$ cat config.mk
export PLATFORM = sky130hd
export DESIGN_NAME = cbi980_axil_bridge
export DESIGN_NICKNAME = d
export VERILOG_FILES = /design/src/rtl/cbi980_axil_bridge.sv
export SDC_FILE = /design/constraint.sdc
export NUM_CORES = 1
export LEC_CHECK = 0
export BUFFER_PORTS_ARGS = -buffer_cell sky130_fd_sc_hd__buf_2
export CAP_MARGIN = 20
export CORE_ASPECT_RATIO = 1.25
export CORE_UTILIZATION = 25
export DETAILED_ROUTE_END_ITERATION = 16
export PLACE_DENSITY = 0.6
export REMOVE_ABC_BUFFERS = 1
export SYNTH_ARGS = -nofsm -noshare
export SYNTH_HDL_FRONTEND = slang
export SYNTH_SLANG_ARGS = --single-unit
$ cat constraint.sdc
create_clock -name clk -period 1.4 [get_ports clk]
set_input_delay 0.28 -clock clk [delete_from_list [all_inputs] [get_ports clk]]
set_output_delay 0.28 -clock clk [all_outputs]
set_load 0.01 [all_outputs]
$ cat src/rtl/cbi980_axil_bridge.sv
// AXI4-Lite slave front end for the cbi980 core register port.
// Independent write and read engines, one core access per bus transaction.
module cbi980_axil_bridge #(
  parameter int ADDR_W = 12
) (
  input  logic              clk,
  input  logic              rstn,
  input  logic [ADDR_W-1:0] s_awaddr,
  input  logic              s_awvalid,
  output logic              s_awready,
  input  logic [31:0]       s_wdata,
  input  logic [3:0]        s_wstrb,
  input  logic              s_wvalid,
  output logic              s_wready,
  output logic [1:0]        s_bresp,
  output logic              s_bvalid,
  input  logic              s_bready,
  input  logic [ADDR_W-1:0] s_araddr,
  input  logic              s_arvalid,
  output logic              s_arready,
  output logic [31:0]       s_rdata,
  output logic [1:0]        s_rresp,
  output logic              s_rvalid,
  input  logic              s_rready,
  output logic [2:0]        core_wr_addr,
  output logic [31:0]       core_wr_data,
  output logic              core_wr_en,
  input  logic              core_wr_err,
  output logic [2:0]        core_rd_addr,
  output logic              core_rd_valid_in,
  input  logic [31:0]       core_rd_data,
  input  logic              core_rd_valid_out
);

  localparam logic [1:0] W_IDLE  = 2'd0;
  localparam logic [1:0] W_EXEC  = 2'd1;
  localparam logic [1:0] W_RESP  = 2'd2;

  localparam logic [1:0] R_IDLE  = 2'd0;
  localparam logic [1:0] R_ISSUE = 2'd1;
  localparam logic [1:0] R_WAIT  = 2'd2;
  localparam logic [1:0] R_RESP  = 2'd3;

  localparam logic [1:0] OKAY   = 2'b00;
  localparam logic [1:0] SLVERR = 2'b10;

  logic [1:0]  wst_q, wst_d;
  logic        aw_held_q, aw_held_d;
  logic        w_held_q, w_held_d;
  logic [2:0]  waddr_q, waddr_d;
  logic [31:0] wdata_q, wdata_d;
  logic [3:0]  wstrb_q, wstrb_d;
  logic [1:0]  bresp_q, bresp_d;

  logic [1:0]  rst_q, rst_d;
  logic [2:0]  raddr_q, raddr_d;
  logic [31:0] rdata_q, rdata_d;

  logic aw_hs, w_hs, ar_hs;

  // Address bits outside [4:2] carry no meaning for this block.
  logic unused_addr;
  assign unused_addr = ^{s_awaddr[ADDR_W-1:5], s_awaddr[1:0],
                         s_araddr[ADDR_W-1:5], s_araddr[1:0]};

  assign s_awready = (wst_q == W_IDLE) & ~aw_held_q;
  assign s_wready  = (wst_q == W_IDLE) & ~w_held_q;
  assign aw_hs     = s_awvalid & s_awready;
  assign w_hs      = s_wvalid & s_wready;

  assign core_wr_en   = (wst_q == W_EXEC) & (wstrb_q == 4'hF);
  assign core_wr_addr = waddr_q;
  assign core_wr_data = wdata_q;
  assign s_bvalid     = (wst_q == W_RESP);
  assign s_bresp      = bresp_q;

  assign s_arready        = (rst_q == R_IDLE);
  assign ar_hs            = s_arvalid & s_arready;
  assign core_rd_valid_in = (rst_q == R_ISSUE);
  assign core_rd_addr     = raddr_q;
  assign s_rvalid         = (rst_q == R_RESP);
  assign s_rresp          = OKAY;
  assign s_rdata          = rdata_q;

  always_comb begin
    wst_d     = wst_q;
    aw_held_d = aw_held_q;
    w_held_d  = w_held_q;
    waddr_d   = waddr_q;
    wdata_d   = wdata_q;
    wstrb_d   = wstrb_q;
    bresp_d   = bresp_q;
    unique case (wst_q)
      W_IDLE: begin
        if (aw_hs) begin
          aw_held_d = 1'b1;
          waddr_d   = s_awaddr[4:2];
        end
        if (w_hs) begin
          w_held_d = 1'b1;
          wdata_d  = s_wdata;
          wstrb_d  = s_wstrb;
        end
        if (aw_held_d & w_held_d) wst_d = W_EXEC;
      end
      W_EXEC: begin
        // Partial strobes never reach the core; they fail on the bus.
        bresp_d = (core_wr_en & ~core_wr_err) ? OKAY : SLVERR;
        wst_d   = W_RESP;
      end
      W_RESP: begin
        if (s_bready) begin
          aw_held_d = 1'b0;
          w_held_d  = 1'b0;
          wst_d     = W_IDLE;
        end
      end
      default: wst_d = W_IDLE;
    endcase
  end

  always_comb begin
    rst_d   = rst_q;
    raddr_d = raddr_q;
    rdata_d = rdata_q;
    unique case (rst_q)
      R_IDLE: begin
        if (ar_hs) begin
          raddr_d = s_araddr[4:2];
          rst_d   = R_ISSUE;
        end
      end
      R_ISSUE: rst_d = R_WAIT;
      R_WAIT: begin
        if (core_rd_valid_out) begin
          rdata_d = core_rd_data;
          rst_d   = R_RESP;
        end
      end
      R_RESP: if (s_rready) rst_d = R_IDLE;
      default: rst_d = R_IDLE;
    endcase
  end

  always_ff @(posedge clk or negedge rstn) begin
    if (!rstn) begin
      wst_q     <= W_IDLE;
      aw_held_q <= 1'b0;
      w_held_q  <= 1'b0;
      waddr_q   <= '0;
      wdata_q   <= '0;
      wstrb_q   <= '0;
      bresp_q   <= OKAY;
      rst_q     <= R_IDLE;
      raddr_q   <= '0;
      rdata_q   <= '0;
    end else begin
      wst_q     <= wst_d;
      aw_held_q <= aw_held_d;
      w_held_q  <= w_held_d;
      waddr_q   <= waddr_d;
      wdata_q   <= wdata_d;
      wstrb_q   <= wstrb_d;
      bresp_q   <= bresp_d;
      rst_q     <= rst_d;
      raddr_q   <= raddr_d;
      rdata_q   <= rdata_d;
    end
  end

endmodule

# After elaboration in Yosys (flattened, before gate mapping)
# Index checks and enable logic that the tools add are counted.
[totals]
register_bits = 82
input_bits = 101
out_inout_bits = 81
word_cells = 57
[op_classes]
eq_ne = 11
mux = 15
bitwise = 11
n_reduce_logical = 10
[op_table]
columns = ["op", "n"]
rows = [
  ["2-bit two-way mux", 6],
  ["2-bit AND reduction", 6],
  ["1-bit bitwise AND", 8],
  ["2-bit by 1-bit inequality test with 1-bit output, second input constant", 4],
  ["2-bit case mux with 4 select lines", 1],
  ["2-bit == test, second input constant", 3],
  ["2-bit case mux with 3 select lines", 1],
  ["1-bit two-way mux", 5],
  ["2-bit by 1-bit == test with 1-bit output, second input constant", 2],
  ["4-bit == test, second input constant", 1],
  ["2-bit logical NOT", 2],
  ["1-bit case mux with 2 select lines", 2],
  ["1-bit inverter", 3],
  ["3-bit AND reduction", 1],
  ["2-bit inequality test, second input constant", 1],
  ["2-bit nonzero test", 1],
]

# Depth between registers and ports, before layout
# Gate-level depths: netlist (run 1).
[logic_depth]
depth_word = 8
depth_mapped = 5
ltp_nobuf = 4

# Least setup slack after synthesis (run 1)
# Ideal clock, no wire load.
[synth_timing]
kind = "register to register"
startpoint = "register rst_q[0]"
endpoint = "register rst_q[1]"
setup_ns = 0.125
arrival_time_ns = 1.439
required_ns = 1.275
slack_ns = -0.164
path_stages_with_launch = 5
path_buffers = 0
period_less_slack_ns = 1.564
cell_sequence = "dfrtp_1 > inv_1 > ha_1 > a222oi_1 > mux2_2"
[synth_via]
elab_chain_cells = 4
elab_cells_between_ends = 10
cone_classes = "eq/ne: 6; mux: 1; bitwise: 1; reduce/logical: 2"
[synth_lines]
columns = ["element", "line", "text"]
rows = [
  ["start: declaration", "55", "logic [1:0] rst_q, rst_d;"],
  ["start signal: assignment", "165", "rst_q <= rst_d;"],
  ["2-bit logical NOT", "77, 126", ""],
  ["1-bit bitwise AND", "78", "assign ar_hs = s_arvalid & s_arready;"],
  ["2-bit by 1-bit inequality test with 1-bit output (no line)", "n/a", ""],
  ["3-bit AND reduction (no line)", "n/a", ""],
]
# Parallel ways exist; a longest one is shown, timed or not.
# A chain may end at the register's enable or synchronous reset.

# Worst setup path after layout (run 1)
# Same ends and word-level chain as after synthesis.

==> results of run 1 <==
## how the worst max path moves through the flow
stage                  start          to  slack [ns]  cells past startpoint
floorplan           rst_q[0]  s_rdata[0]       -0.46                      4
detailed placement  rst_q[0]    rst_q[1]       -0.22                      4
finish              rst_q[0]    rst_q[1]       -0.13                      4
global placement    rst_q[0]    rst_q[1]       -0.15                      4
global route        rst_q[0]    rst_q[1]       -0.20                      4
CTS                 rst_q[0]    rst_q[1]       -0.13                      4
## area by class of cell
type                            instances  area [sq um]  share of cell area
Timing Repair Buffer                  190          1160               0.228
Clock inverter                          3          40.0             0.00785
Tap cell                              168           210              0.0412
Clock buffer                           13           250              0.0491
Sequential cell                        81          2030               0.398
Inverter                                8          30.0             0.00589
Multi-Input combinational cell        107          1380               0.270
## report_power, final
group	leakage (nW)	switching (W)	internal [W]
registers	0.963	0.000668	0.00353
logic	1.55	0.00212	0.00319
clock network	0.144	0.000865	0.00143
## worst max-delay path, delay by kind of cell (launching register included)
| family | cells | cell delay (ns) |
|---|---|---|
| AOI/OAI and AO/OA | 1 | 0.39 |
| adders and majority gates | 1 | 0.17 |
| buffers and inverters | 1 | 0.09 |
| DFF | 1 | 0.38 |
| muxes | 1 | 0.38 |
## through the flow
stage               instance area, sq um  hold slack, ns  utilization  cells  setup WS (ns)
floorplan                           3220         -0.0156            -    196         -0.461
global placement                    4410           0.342        0.344    543         -0.146
detailed placement                  4410           0.342        0.344    543         -0.219
CTS                                 4840           0.153        0.377    563         -0.131
global route                        5100           0.165        0.397    570         -0.197
finish                              5100           0.165        0.397    570         -0.128
## layout by cell type (no fill, tap or decap), types with 2 or more instances in the layout
cell type | synthesis | final
a21oi_1 | 3 | 3
and2_4 | 1 | 2
buf_12 | 4 | 4
buf_2 | 3 | 155
buf_4 | 3 | 18
buf_6 | 0 | 10
clkbuf_1 | 0 | 3
clkbuf_16 | 0 | 11
clkinv_2 | 0 | 2
conb_1 | 1 | 3
dfrtp_1 | 81 | 80
ha_4 | 0 | 3
inv_1 | 8 | 4
inv_2 | 0 | 4
mux2_2 | 45 | 12
mux2_4 | 30 | 63
nand2_1 | 5 | 2
nor3_1 | 3 | 2
o21ai_0 | 3 | 3
## logic make-up (layout without fill, tap and decap cells)
logic type      Yosys count  after routing  share of synthesized area
simple gates             16             16                     0.0256
mux                      76             76                      0.291
other cells               1              3                    0.00113
buf+inv                  18            214                     0.0444
fa+ha+maj                 4              4                     0.0150
compound gates            8              8                     0.0139
flops                    81             81                      0.609
## sequential cells by signal, indices dropped and copies added (netlist names)
signal / cells
aw_held_q: 1
core_rd_addr: 3
core_wr_addr: 3
core_wr_data: 32
rst_q: 2
s_bresp: 1
s_rdata: 32
w_held_q: 1
wst_q: 2
wstrb_q: 4
## synthesized netlist by cell type
cell and instances:
mux2_4 30, nand4_1 1, nand2b_1 2, a21oi_1 3, buf_4 3, mux2_2 45
inv_1 8, ha_1 4, and2_1 1, dfrtp_1 81, buf_12 4, and2_4 1
buf_2 3, o21ai_0 3, a222oi_1 1, mux2i_1 1, nor3_2 1, o22ai_1 1
nor2_1 2, conb_1 1, nor3_1 3, nand2_1 5
## per-layer routing
metal | share of wire | vias up
li1 | - | 1087
met1 | 0.41 | 1145
met2 | 0.50 | 114
met3 | 0.075 | 8
met4 | 0.014 | 0
met5 | 0 | -
## repair_timing
action	4_1_cts	5_1_grt
hold buffers	1	0
setup endpoints to repair	76	83
gates cloned	0	3
pin swaps	7	3
gates resized for setup	24	44
endpoints found under the hold margin	43	0
buffers inserted	3	5
==> qor.csv, run 1 <==
metric,value,unit
share of layout cells above drive strength 1,0.731,
Initial DRC Count,45,
Pwr Total,0.0118,W
clock latency on the worst-skew pair,0.33,ns
Ports,182,
status,"finished, violations left",
"Clk pin slew, worst setup/hold paths",0.06,ns
initial antenna violation count,0,
row count,46,
Hold EP,wst_q[1],
max cap viols,0,
post-route ant nets,0,
Synth area leader,dfrtp_1,
crit path kind,reg -> reg,
Core Box Area,12800,sq um
clk_skew,0.00803,ns
violated checks,negative setup slack,
Hold Fails Final Rpt,0,
first-pass GRT wire length,11500,um
# DRC,0,
fin. max-slew vios,0,
via count,2354,
Clock Tree Root,clkbuf_16,
RSZ-0062 raised after global routing,yes,
Avg WL per Cell,14.2,um
slowest library cell on the worst path,a222oi_1,
Final TNS setup,-5.02,ns
startpoint types,flop,
M1 GR Usage,0.126,
TritonCTS Buffers,9,
CTS sink count,81,
hold path startpoint,s_bready,
GR Util met2,0.180,
Syn Inst Count,204,
minimum clock period,1.53,ns
crit path DAT,1.73,ns
total gr overflow,0,
"Avg Cell Area, Syn",16.3,sq um
DRT Wirelength,8100,um
worst path required time,1.60,ns
Crit path largest cell delay,0.39,ns
Yosys warnings,0,
Die Area,13800,sq um
DR pass1 iterations,4,
all-layer global routing usage,0.108,
Pwr Density,2310,nW/um^2
largest net degree at the start of global routing,82,
maximum VDD drop,892,uV
reg2reg path depth,4,
Layout area overhead,53.3,%
Yosys cell types,22,
R2R setup slack,-0.13,ns
Max clock buf depth,2,
ANT cells,0,
Die Ht,131,um
f_max,654,MHz
dominant cells by area after synthesis,"dfrtp_1, mux2_2, mux2_4",
Fillers,1216,
reg2reg end,rst_q[1],
Final HPWL DP,5370,um
Vias/cell,4.13,
sequential share of the synthesized area,0.609,
CTS tree,done,
Setup crit end kind,flop,
busiest grt layer,met2,
# setup viols final,72,
"Max FO, Critical Path",3,
Placer Congestion,0.722,
final net count,502,
Starting Density,0.259,
min-delay worst type,in -> reg,
RR Startpoint,rst_q[0],
cell chain of the critical path,"inv_2, ha_4, a222oi_1, mux2_2",
Port Buffers,160,
Yosys reg bits,81,
Die W,105,um
met3 Track Usage GR,0.0377,
vias in the first global route,2375,
Mapped Area,3330,sq um
top-area cell type share of the netlist area,0.609,
Max H-tree Level,3,
Static Leakage,2.66,nW
Hold Crit Depth,2,
fin crit share,1.09,
final setup margin,-0.128,ns
Note: power is estimated with default switching activity, not from simulation.
==> inputs of run 2 (changes only) <==
CORE_UTILIZATION = 40   (was 25)
PLACE_DENSITY = 0.84   (was 0.6)
==> run 2 against run 1 <==
The flow still finishes with violations (negative setup slack). Largest cell class unchanged. Die area is 37% lower. Cell count is 12% lower. Clock power is 21% lower. Largest power group unchanged. Register-to-register slack worse by 0.07 ns. Combinational power is 1% higher. Routed wire length is 4.9% lower. Sequential share of layout area is 0.83 points higher. Clock skew is 0.0022 ns higher. Maximum frequency is 4.6% lower. Sequential power hardly changed.
==> qor.csv, run 2 (synthesized netlist as in run 1, its figures left out) <==
metric,value,unit,change
"Clk pin slew, worst setup/hold paths",0.08,ns,+0.02 ns
Max H-tree Level,3,,unchanged
internal power,0.00781,W,-4.1%
Final HPWL DP,4930,um,-8.1%
initial antenna violation count,0,,unchanged
placed cells,469,,-14%
Die Ht,104,um,-21%
total gr overflow,0,,unchanged
largest net degree at the start of global routing,42,,-49%
"Design Area, Final",4990,sq um,-2.0%
Die W,83.6,um,-21%
Setup crit end kind,primary output,,
DR pass1 iterations,4,,unchanged
fin. max-slew vios,0,,unchanged
Ports,182,,unchanged
worst path required time,1.12,ns,-0.48 ns
most frequent cells in the layout,"buf_2, dfrtp_1, mux2_4, mux2_2, buf_6",,
vias in the first global route,2523,,+6.2%
sequential share of power,0.369,,+0.013
"Max FO, Critical Path",4,,+1
sw power,0.00358,W,-2.1%
Hold Fails Final Rpt,0,,unchanged
share of layout cells above drive strength 1,0.731,,about the same
met3 Track Usage GR,0.0373,,-0.000397
DRT Wirelength,7700,um,-4.9%
area post-placement,4310,sq um,-2.2%
minimum clock period,1.60,ns,+0.0741 ns
final net count,506,,+0.80%
# DRC,0,,unchanged
Port Buffers,160,,unchanged
Post-Layout Cell Count,500,,-12%
switch share,0.314,,+0.00442
GR Util met2,0.313,,+0.133
final setup margin,-0.202,ns,-0.0741 ns
post-route ant nets,0,,unchanged
ANT cells,0,,unchanged
Avg WL per Cell,15.4,um,+8.4%
Pwr Density,2280,nW/um^2,-1.5%
clk_skew,0.0103,ns,+0.00223 ns
startpoint types,flop,,
RSZ-0062 raised after global routing,yes,,
min-delay worst type,in -> reg,,
# setup viols final,76,,+5.6%
max cap viols,0,,unchanged
Die Area,8690,sq um,-37%
Static Leakage,2.61,nW,-1.9%
maximum VDD drop,1340,uV,+50%
fin crit share,1.14,,+0.0529
status,"finished, violations left",,
Comb power frac,0.472,,+0.022
Clock Tree Root,clkbuf_8,,
CTS sink count,81,,unchanged
Placer Congestion,0.813,,+13%
all-layer global routing usage,0.176,,+0.0680
Core Box Area,7930,sq um,-38%
TritonCTS Buffers,9,,unchanged
violated checks,negative setup slack,,
crit path kind,reg -> out,,
Max clock buf depth,2,,unchanged
power share of the clock group,0.159,,-0.035
f_max,624,MHz,-4.6%
busiest grt layer,met2,,
Starting Density,0.420,,+0.160
row count,36,,-22%
Pwr Total,0.0114,W,-3.5%
crit path DAT,1.32,ns,-0.41 ns
CTS tree,done,,
via count,2378,,+1.0%
Layout area overhead,50.1,%,
Fillers,619,,-49%
M1 GR Usage,0.194,,+0.0683
clock latency on the worst-skew pair,0.34,ns,about the same
first-pass GRT wire length,11900,um,+3.5%
"commonest non-fill, non-tap cell in the layout",buf_2,,
Initial DRC Count,52,,+16%
Vias/cell,4.76,,+15%
==> run 2: path summary, 6_finish.rpt <==
path                              from          end  slack, ns  cells past startpoint
min reg2reg                s_rdata[20]  s_rdata[20]       0.50                      1
max                           wst_q[1]   core_wr_en      -0.20                      5
max reg2reg                   rst_q[0]     rst_q[1]      -0.20                      4
min in group asynchronous         rstn  s_rdata[21]       0.38                      2
max in group asynchronous         rstn   s_rdata[5]       0.48                      3
min                           s_bready     wst_q[1]       0.15                      2
==> run 2: metal layers <==
| layer | part of all wire | wire [um] |
|---|---|---|
| met5 | 0 | 0 |
| met4 | 0.025 | 196 |
| met3 | 0.065 | 497 |
| met2 | 0.54 | 4140 |
| met1 | 0.37 | 2870 |
==> run 2: critical path: stages (launching register included) <==
cell,delay (ns)
dfrtp_1,0.41
buf_6,0.13
buf_6,0.11
nand2b_4,0.13
nor2_1,0.07
buf_2,0.13
==> run 2: metrics by stage <==
stage | util | setup slack, ns | TNS, ns | hold WS (ns)
after global placement | 0.544 | -0.142 | -4.18 | 0.189
final | 0.630 | -0.202 | -10.82 | 0.152
after detailed placement | 0.544 | -0.238 | -5.92 | 0.197
after global routing | 0.630 | -0.263 | -15.02 | 0.138
after floorplan | - | -0.461 | -25.53 | -0.0156
after CTS | 0.619 | -0.208 | -7.17 | 0.132
==> run 2: final cells by class <==
type	count	area (sq um)	area share
Timing Repair Buffer	194	1270	0.254
Inverter	8	30.0	0.00601
Clock buffer	12	145	0.0291
Multi-Input combinational cell	107	1340	0.268
Tap cell	95	119	0.0238
Sequential cell	81	2030	0.406
Clock inverter	3	65.1	0.0130
==> run 2: timing repair <==
item,4_1_cts,5_1_grt
buffers inserted,11,5
setup endpoints to repair,80,73
gates cloned,4,1
hold buffers,1,0
gates resized for setup,48,28
endpoints found under the hold margin,22,0
pin swaps,8,5
==> run 2: power groups by stage <==
stage                     registers [W]  clock network, W  logic, W
after floorplan                 0.00464                 0   0.00195
after global placement          0.00409                 0   0.00419
after detailed placement        0.00415                 0   0.00434
after CTS                       0.00416           0.00188   0.00504
after global routing            0.00435           0.00198   0.00574
final                           0.00421           0.00181   0.00537
